[src/rtl/uart_pkg.sv]
// Shared types and constants for the UART receive path.
package uart_pkg;

  localparam int unsigned OvsDefault = 16;

  localparam logic [1:0] DataLen5 = 2'b00;
  localparam logic [1:0] DataLen6 = 2'b01;
  localparam logic [1:0] DataLen7 = 2'b10;
  localparam logic [1:0] DataLen8 = 2'b11;

  typedef enum logic [2:0] {
    StIdle,
    StStart,
    StData,
    StParity,
    StStop
  } rx_state_e;

  // Bits enter at [7] and move down, so a short character sits in the top bits.
  function automatic logic [7:0] rjust(input logic [7:0] sr, input logic [1:0] len);
    return sr >> (2'd3 - len);
  endfunction

endpackage

[src/rtl/uart_rx_if.sv]
// Character/configuration bundle between the receive engine and the APB/FIFO side.
interface uart_rx_if;

  logic [1:0] data_len;
  logic       parity_en;
  logic       parity_odd;
  logic [7:0] rx_data;
  logic       rx_valid;
  logic       parity_err;
  logic       frame_err;
  logic       break_err;
  logic       rx_busy;

  modport master (
    input  data_len, parity_en, parity_odd,
    output rx_data, rx_valid, parity_err, frame_err, break_err, rx_busy
  );

  modport slave (
    output data_len, parity_en, parity_odd,
    input  rx_data, rx_valid, parity_err, frame_err, break_err, rx_busy
  );

endinterface

[src/rtl/uart_sync.sv]
// N-flop synchroniser for idle-high asynchronous inputs (RXD, CTS, DSR).
module uart_sync #(
  parameter int unsigned STAGES = 2
) (
  input  logic pclk,
  input  logic presetn,
  input  logic d,
  output logic q
);

  logic [STAGES-1:0] sync_q;

  always_ff @(posedge pclk) begin
    if (!presetn) begin
      sync_q <= '1;
    end else begin
      sync_q <= {sync_q[STAGES-2:0], d};
    end
  end

  assign q = sync_q[STAGES-1];

endmodule

[src/rtl/uart_rx_core.sv]
// UART receive engine: 16x oversampled start qualification, 5-8 data bits,
// optional parity and one stop bit, one character per frame with error flags.
module uart_rx_core
  import uart_pkg::*;
#(
  parameter int unsigned OVS         = OvsDefault,
  parameter int unsigned SYNC_STAGES = 2
) (
  input  logic      pclk,
  input  logic      presetn,
  input  logic      rxd,
  input  logic      bclk_rx,
  output logic      rx_bclk_en,
  uart_rx_if.master rx_if
);

  localparam int unsigned TickW = $clog2(OVS);
  localparam logic [TickW-1:0] TickMid  = TickW'(OVS / 2 - 1);
  localparam logic [TickW-1:0] TickLast = TickW'(OVS - 1);

  logic rxd_s;

  uart_sync #(
    .STAGES(SYNC_STAGES)
  ) u_sync (
    .pclk   (pclk),
    .presetn(presetn),
    .d      (rxd),
    .q      (rxd_s)
  );

  rx_state_e        state_q, state_d;
  logic [TickW-1:0] tick_q, tick_d;
  logic [2:0]       bit_q, bit_d;
  logic [7:0]       shift_q, shift_d;
  logic [1:0]       len_q, len_d;
  logic             pen_q, pen_d;
  logic             podd_q, podd_d;
  logic             par_bit_q, par_bit_d;
  logic             par_flag_q, par_flag_d;
  logic [7:0]       rx_data_q, rx_data_d;
  logic             rx_valid_q, rx_valid_d;
  logic             perr_q, perr_d;
  logic             ferr_q, ferr_d;
  logic             berr_q, berr_d;

  logic bit_tick;
  assign bit_tick = bclk_rx && (tick_q == TickLast);

  always_comb begin
    state_d    = state_q;
    tick_d     = tick_q;
    bit_d      = bit_q;
    shift_d    = shift_q;
    len_d      = len_q;
    pen_d      = pen_q;
    podd_d     = podd_q;
    par_bit_d  = par_bit_q;
    par_flag_d = par_flag_q;
    rx_data_d  = rx_data_q;
    rx_valid_d = 1'b0;
    perr_d     = perr_q;
    ferr_d     = ferr_q;
    berr_d     = berr_q;

    // Modulo-OVS counting keeps every later sample exactly one bit apart.
    if (state_q != StIdle && bclk_rx) begin
      tick_d = tick_q + 1'b1;
    end

    case (state_q)
      StIdle: begin
        if (!rxd_s) begin
          state_d = StStart;
          tick_d  = '0;
          len_d   = rx_if.data_len;
          pen_d   = rx_if.parity_en;
          podd_d  = rx_if.parity_odd;
        end
      end
      StStart: begin
        if (bclk_rx && tick_q == TickMid) begin
          if (rxd_s) begin
            state_d = StIdle;
          end else begin
            state_d    = StData;
            tick_d     = '0;
            bit_d      = '0;
            shift_d    = '0;
            par_bit_d  = 1'b0;
            par_flag_d = 1'b0;
          end
        end
      end
      StData: begin
        if (bit_tick) begin
          shift_d = {rxd_s, shift_q[7:1]};
          bit_d   = bit_q + 3'd1;
          // Last bit index is data_len + 4, i.e. {1, data_len}.
          if (bit_q == {1'b1, len_q}) begin
            state_d = pen_q ? StParity : StStop;
          end
        end
      end
      StParity: begin
        if (bit_tick) begin
          par_bit_d  = rxd_s;
          par_flag_d = rxd_s ^ (^shift_q) ^ podd_q;
          state_d    = StStop;
        end
      end
      StStop: begin
        if (bit_tick) begin
          state_d    = StIdle;
          rx_valid_d = 1'b1;
          rx_data_d  = rjust(shift_q, len_q);
          ferr_d     = ~rxd_s;
          perr_d     = par_flag_q;
          berr_d     = (shift_q == 8'h00) && !(pen_q && par_bit_q) && !rxd_s;
        end
      end
      default: state_d = StIdle;
    endcase
  end

  always_ff @(posedge pclk) begin
    if (!presetn) begin
      state_q    <= StIdle;
      tick_q     <= '0;
      bit_q      <= '0;
      shift_q    <= '0;
      len_q      <= '0;
      pen_q      <= 1'b0;
      podd_q     <= 1'b0;
      par_bit_q  <= 1'b0;
      par_flag_q <= 1'b0;
      rx_data_q  <= '0;
      rx_valid_q <= 1'b0;
      perr_q     <= 1'b0;
      ferr_q     <= 1'b0;
      berr_q     <= 1'b0;
    end else begin
      state_q    <= state_d;
      tick_q     <= tick_d;
      bit_q      <= bit_d;
      shift_q    <= shift_d;
      len_q      <= len_d;
      pen_q      <= pen_d;
      podd_q     <= podd_d;
      par_bit_q  <= par_bit_d;
      par_flag_q <= par_flag_d;
      rx_data_q  <= rx_data_d;
      rx_valid_q <= rx_valid_d;
      perr_q     <= perr_d;
      ferr_q     <= ferr_d;
      berr_q     <= berr_d;
    end
  end

  assign rx_bclk_en       = (state_q != StIdle);
  assign rx_if.rx_busy    = (state_q != StIdle);
  assign rx_if.rx_data    = rx_data_q;
  assign rx_if.rx_valid   = rx_valid_q;
  assign rx_if.parity_err = perr_q;
  assign rx_if.frame_err  = ferr_q;
  assign rx_if.break_err  = berr_q;

endmodule

[src/flat_wrapper.sv]
// flat-port wrapper written by rule: the top's interface ports become plain ports
module uart_rx_core_flat import uart_pkg::*;
#(
  parameter int unsigned OVS         = OvsDefault,
  parameter int unsigned SYNC_STAGES = 2
)
  (pclk, presetn, rxd, bclk_rx, rx_bclk_en, rx_if_data_len, rx_if_parity_en, rx_if_parity_odd, rx_if_rx_data, rx_if_rx_valid, rx_if_parity_err, rx_if_frame_err, rx_if_break_err, rx_if_rx_busy);
  uart_rx_if rx_if_i ();
  input  logic pclk;
  input  logic presetn;
  input  logic rxd;
  input  logic bclk_rx;
  output logic rx_bclk_en;
  input wire logic [$bits(rx_if_i.data_len)-1:0] rx_if_data_len;
  input wire logic [$bits(rx_if_i.parity_en)-1:0] rx_if_parity_en;
  input wire logic [$bits(rx_if_i.parity_odd)-1:0] rx_if_parity_odd;
  output wire logic [$bits(rx_if_i.rx_data)-1:0] rx_if_rx_data;
  output wire logic [$bits(rx_if_i.rx_valid)-1:0] rx_if_rx_valid;
  output wire logic [$bits(rx_if_i.parity_err)-1:0] rx_if_parity_err;
  output wire logic [$bits(rx_if_i.frame_err)-1:0] rx_if_frame_err;
  output wire logic [$bits(rx_if_i.break_err)-1:0] rx_if_break_err;
  output wire logic [$bits(rx_if_i.rx_busy)-1:0] rx_if_rx_busy;
  assign rx_if_i.data_len = rx_if_data_len;
  assign rx_if_i.parity_en = rx_if_parity_en;
  assign rx_if_i.parity_odd = rx_if_parity_odd;
  assign rx_if_rx_data = rx_if_i.rx_data;
  assign rx_if_rx_valid = rx_if_i.rx_valid;
  assign rx_if_parity_err = rx_if_i.parity_err;
  assign rx_if_frame_err = rx_if_i.frame_err;
  assign rx_if_break_err = rx_if_i.break_err;
  assign rx_if_rx_busy = rx_if_i.rx_busy;
  uart_rx_core #(.OVS(OVS), .SYNC_STAGES(SYNC_STAGES)) u_core (.pclk(pclk), .presetn(presetn), .rxd(rxd), .bclk_rx(bclk_rx), .rx_bclk_en(rx_bclk_en), .rx_if(rx_if_i));
endmodule
[config.mk]
export PLATFORM = sky130hd
export DESIGN_NAME = uart_rx_core_flat
export DESIGN_NICKNAME = d
export VERILOG_FILES = /design/src/rtl/uart_pkg.sv /design/src/rtl/uart_rx_if.sv /design/src/rtl/uart_sync.sv /design/src/rtl/uart_rx_core.sv /design/src/flat_wrapper.sv
export SDC_FILE = /design/constraint.sdc
export NUM_CORES = 1
export LEC_CHECK = 0
export CAP_MARGIN = 5
export CORE_ASPECT_RATIO = 1.25
export CORE_MARGIN = 4
export CORE_UTILIZATION = 50
export CTS_BUF_LIST = sky130_fd_sc_hd__clkbuf_8
export DETAILED_ROUTE_END_ITERATION = 8
export GPL_ROUTABILITY_DRIVEN = 0
export HOLD_SLACK_MARGIN = 0.12
export PLACE_DENSITY_LB_ADDON = 0.2
export SLEW_MARGIN = 20
export SYNTH_ARGS = -nofsm -noshare
export SYNTH_HDL_FRONTEND = slang
export SYNTH_HIERARCHICAL = 1
export SYNTH_SLANG_ARGS = --single-unit
[constraint.sdc]
create_clock -name pclk -period 2.4 [get_ports pclk]
set_clock_uncertainty 0.15 [all_clocks]
set_input_delay 0.72 -clock pclk [delete_from_list [all_inputs] [get_ports pclk]]
set_output_delay 0.72 -clock pclk [all_outputs]
set_load 0.02 [all_outputs]
* Word-level counts from Yosys, hierarchy flattened *
Index checks and enable logic that the tools add are counted.

word-level totals
  bits in registers = 38
  input port bits = 8
  logic and storage cells = 84

operators by class
  $add $sub $neg = 3
  eq/ne operators = 14
  shift-type cells = 1
  multiplexer cells = 28
  bitwise gates (word level) = 3
  reductions and logical operators = 20

operators by type and width
  cell                   number
  $mux W3                10
  $mux W8                3
  $pmux W8 S2            1
  $pmux W3 S5            1
  $mux W4                3
  $ne A2 B1 Y1 const B   5
  $logic_not A8 Y1       1
  $pmux W4 S2            1
  $reduce_and A4 Y1      2
  $reduce_xor A8 Y1      1
  $shr A8 B2 Y8          1
  $eq A3 B2 Y1 const B   2
  $logic_and A1 B1 Y1    6
  $pmux W3 S2            1
  $reduce_and A2 Y1      3
  $reduce_and A6 Y1      1
  $mux W1                5
  $add A4 B1 Y4 const B  1
  $eq A4 B3 Y1 const B   1
  $eq A4 B4 Y1 const B   1
  $ne A2 B2 Y1 const B   2
  $pmux W1 S2            2
  $reduce_bool A2 Y1     2
  $add A3 B1 Y3 const B  1
  10 further kinds       12

* Depth between registers and ports, before layout *
  word-level depth = 6
  gate-level depth with buffers = 7
  gate-level depth less buffers = 6

* By module *
Netlist, hierarchy kept.

by module, submodules not included
  module        instances  cells each  area an instance (um^2)  seq. area each (um^2)
  uart_rx_core  1          229         1969.4                   720.7
  uart_sync     1          4           52.6                     40.0

* Worst setup path before layout *
Ideal clock, no wire load.

  kind = input -> register
  start = in bclk_rx
  end = reg u_core.rx_data_q[6] (netlist: u_core/rx_if.rx_data[6])
  setup time = 0.076 ns
  arrival = 1.769 ns
  data required time = 2.174 ns
  slack = 0.405 ns
  stages = 6
  path buffers = 2
  cells stage by stage = and4_1 -> clkbuf_1 -> and3_1 -> clkbuf_1 -> nand3_1 -> a21boi_0

between the ends
  longest elaborated chain between the ends = 2

RTL lines
  item                         line                 source
  from (decl)                  flat_wrapper.sv:12   input logic bclk_rx;
  $logic_and A1 B1 Y1          uart_rx_core.sv:48   assign bit_tick = bclk_rx && (tick_q == TickLast);
  $reduce_and A2 Y1 (no line)  -
  to (signal assigned)         uart_rx_core.sv:152  rx_data_q <= rx_data_d;
  to (decl)                    uart_rx_core.sv:41   logic [7:0] rx_data_q, rx_data_d;

No other way between the ends.
A chain may end at the register's enable or synchronous reset.

* Worst setup path after layout *
  start = reg u_core.state_q[0]
  end = out rx_if_rx_busy

between the ends
  longest elaborated chain between the ends = 1

RTL lines
  item                    line                 source
  from (decl)             uart_rx_core.sv:32   rx_state_e state_q, state_d;
  from (signal assigned)  uart_rx_core.sv:128  state_q <= StIdle;
  from (signal assigned)  uart_rx_core.sv:143  state_q <= state_d;
  $reduce_bool A3 Y1      uart_rx_core.sv:161  assign rx_if.rx_busy = (state_q != StIdle);
  to (decl)               flat_wrapper.sv:22   output wire logic [$bits(rx_if_i.rx_busy)-1:0] rx_if_rx_busy;

No other way between the ends.

==> results.py <==
metrics = {
    "synth": {
        "synth_edf_count": 0,
        "yosysSeqAreaShare_pct": 37.6,
        "yosysWarningCount": 6,
        "avgSynthCellArea_um2": 8.68,
        "syn_area_mm2": 0.00202,
        "syn_inst": 233,
        "syn-num-nets": 247,
        "synth_seq_cells": 38,
        "synth_cell_types": 44,
        "synth-async-reset-ratio_pct": 0,
        "synth_ff_type": "dfxtp_1",
    },
    "power_and_ir_drop": {
        "leakage_nw": 0.835,
        "seqPwrFrac_pct": 54.6,
        "p_comb_share_pct": 6.7,
        "swShare_pct": 22.7,
        "p_per_area_mw_per_mm2": 480,
        "vdd_drop_max_uv": 363,
        "p_switching_uw": 266,
        "clkPwrFrac_pct": 38.7,
        "p_int_uw": 907,
    },
    "routing": {
        "drt-total-wl_um": 4040,
        "drt_first_pass_iters": 4,
        "postRouteAntennaNets": 0,
        "num_vias": 1692,
        "routedWlPerCell_um": 12.8,
        "drcViolationCount": 0,
        "vias_per_cell": 5.35,
        "initialDrtViolationCount": 57,
    },
    "grt": {
        "first_global_vias": 1660,
        "grt_first_pass_wirelength_um": 7220,
        "grt_max_degree": 22,
        "antenna_found_initial": 0,
        "grt_overflow": 0,
        "grt_usage_pct": 18.0,
    },
    "clocking": {
        "cts_sinks": 38,
        "cts_tree": "yes",
        "cts_hold_buf": 0,
        "cts_resized": 2,
        "cts.clk_slew.worst_paths_ns": 0.07,
        "cts_setup_buffers": 0,
        "clk_latency_ns": 0.29,
        "numCtsBuffers": 5,
        "cts_max_path_buffers": 2,
        "cts_max_level": 2,
        "root_buffer": "clkbuf_8",
    },
    "flow_run": {
        "maxCapViolations": 0,
    },
    "timing": {
        "rsz0062_at_grt": "false",
        "final.setup.tns_ns": 0,
        "fin_crit_sh_pct": 92.0,
        "max_freq_mhz": 453,
        "worstMarginPinSlew_ns": 0.587,
        "hold_violations": 0,
        "slew_viol_final": 0,
        "hold-worst-slack_ns": 0.261,
        "relSlewSlack_pct": 60.8,
        "setup_viol": 0,
        "fin_crit_ns": 2.21,
    },
    "placement": {
        "dp_hpwl_um": 3030,
        "portBuffers": 21,
    },
    "floorplan": {
        "fp.dieArea_mm2": 0.00513,
        "fp.dieH_um": 79.1,
        "ioPinCount": 22,
        "fp.coreArea_mm2": 0.00385,
        "die_w_um": 64.9,
        "start_util_pct": 52.6,
        "placementRows": 25,
    },
    "worst_hold_path": {
        "worstHoldPathType": "reg2reg",
        "hold_depth": 1,
    },
    "cells_and_area": {
        "drive_gt1_share_pct": 11.5,
        "fin_nets": 275,
        "diodes": 0,
        "syn_to_final_growth_pct": 20.9,
        "final_common_cell": "dfxtp_1",
        "final_cell_mix": "dfxtp_1 (38), nand2_1 (36), a21boi_0 (21)",
    },
    "status": {
        "status": "finished clean",
    },
    "setup_path": {
        "crit_required_ns": 1.53,
        "worstPathArrival_ns": 1.34,
        "critPathLaunchType": "flop",
        "worstSetupPathType": "reg2out",
        "path_max_fanout": 3,
        "reg2reg_depth": 5,
        "end_kind": "output pin",
    },
}
through the flow:
| stage | power, mW | setup WS (ns) | util (%) | std cells | instance area [um^2] |
|---|---|---|---|---|---|
| final | 1.17 | 0.192 | 63.5 | 316 | 2440 |
| after global routing | 1.22 | 0.135 | 63.5 | 316 | 2440 |
| after CTS | 1.19 | 0.165 | 63.5 | 316 | 2440 |
| after detailed placement | 0.736 | -0.0143 | 61.1 | 308 | 2350 |
| after global placement | 0.736 | 0.00277 | 61.1 | 308 | 2350 |
| after floorplan | 0.705 | 0.405 | - | 233 | 2020 |
state kept, by name (all words and copies together) (netlist names), 2 cells and up:
| name | flops |
|---|---|
| u_core/bit_q | 3 |
| u_core/len_q | 2 |
| u_core/rx_if.rx_data | 8 |
| u_core/shift_q | 8 |
| u_core/state_q | 3 |
| u_core/tick_q | 4 |
| u_core/u_sync/sync_q | 2 |
area by class of cell:
cell class / count / area (um^2)
clock buffer: 6 / 82.6
sequential: 38 / 761
fill: 360 / 1400
inverter: 10 / 37.5
timing repair buffer: 37 / 340
multi-input combinational: 169 / 1140
tap: 54 / 67.6
clock inverter: 2 / 12.5
synth_stat cells, types with 3 or more instances:
cell,instances,area [um^2]
dfxtp_1,38,761
nand2_1,36,135
a21boi_0,21,158
nand3_1,13,65.1
mux2i_1,12,120
clkbuf_1,11,41.3
nor2_1,11,41.3
inv_1,10,37.5
nor2b_1,7,43.8
ha_1,6,75.1
xnor2_1,6,52.6
a21oi_1,5,25.0
nand2b_1,5,31.3
o21ai_0,5,25.0
nand4_1,4,25.0
xor2_1,4,35.0
nor3_1,3,15.0
o211ai_1,3,22.5
metal layers:
layer	share of wire, %	up-vias	global-route usage (%)
li1	-	864	-
met1	44	781	20.3
met2	50	37	31.3
met3	4.0	10	4.81
met4	2.3	0	8.03
met5	0	-	0
worst paths after layout:
| check | startpoint | to | slack, ns |
|---|---|---|---|
| hold reg to reg | u_core/u_sync/sync_q[0] | u_core/u_sync/sync_q[1] | 0.26 |
| hold / removal | u_core/u_sync/sync_q[0] | u_core/u_sync/sync_q[1] | 0.26 |
| setup / recovery | u_core/state_q[0] | rx_if_rx_busy | 0.19 |
| setup reg to reg | u_core/state_q[1] | u_core/bit_q[2] | 0.37 |
logic make-up after synthesis:
logic type               Yosys count  share of synthesized area [%]
AO/OA/AOI/OAI                     48                           18.0
adder cells (fa/ha/maj)            6                           3.71
AND/OR/NAND/NOR                   91                           22.3
multiplexers                      14                           8.17
XOR/XNOR                          10                           4.33
flip-flops                        38                           37.6
buffers and inverters             26                           5.82
worst max-delay path, cell delays in order (launching register included):
cell,delay [ns]
dfxtp_1,0.31
or3_1,0.40
dlygate4sd2_1,0.34
power groups by stage:
stage	registers (mW)	clock network, mW	logic (mW)
finish	0.641	0.454	0.0787
global route	0.641	0.493	0.0872
CTS	0.641	0.473	0.0797
detailed placement	0.655	0	0.0809
global placement	0.655	0	0.0807
floorplan	0.654	0	0.0506
(Power assumes the default switching activity.)
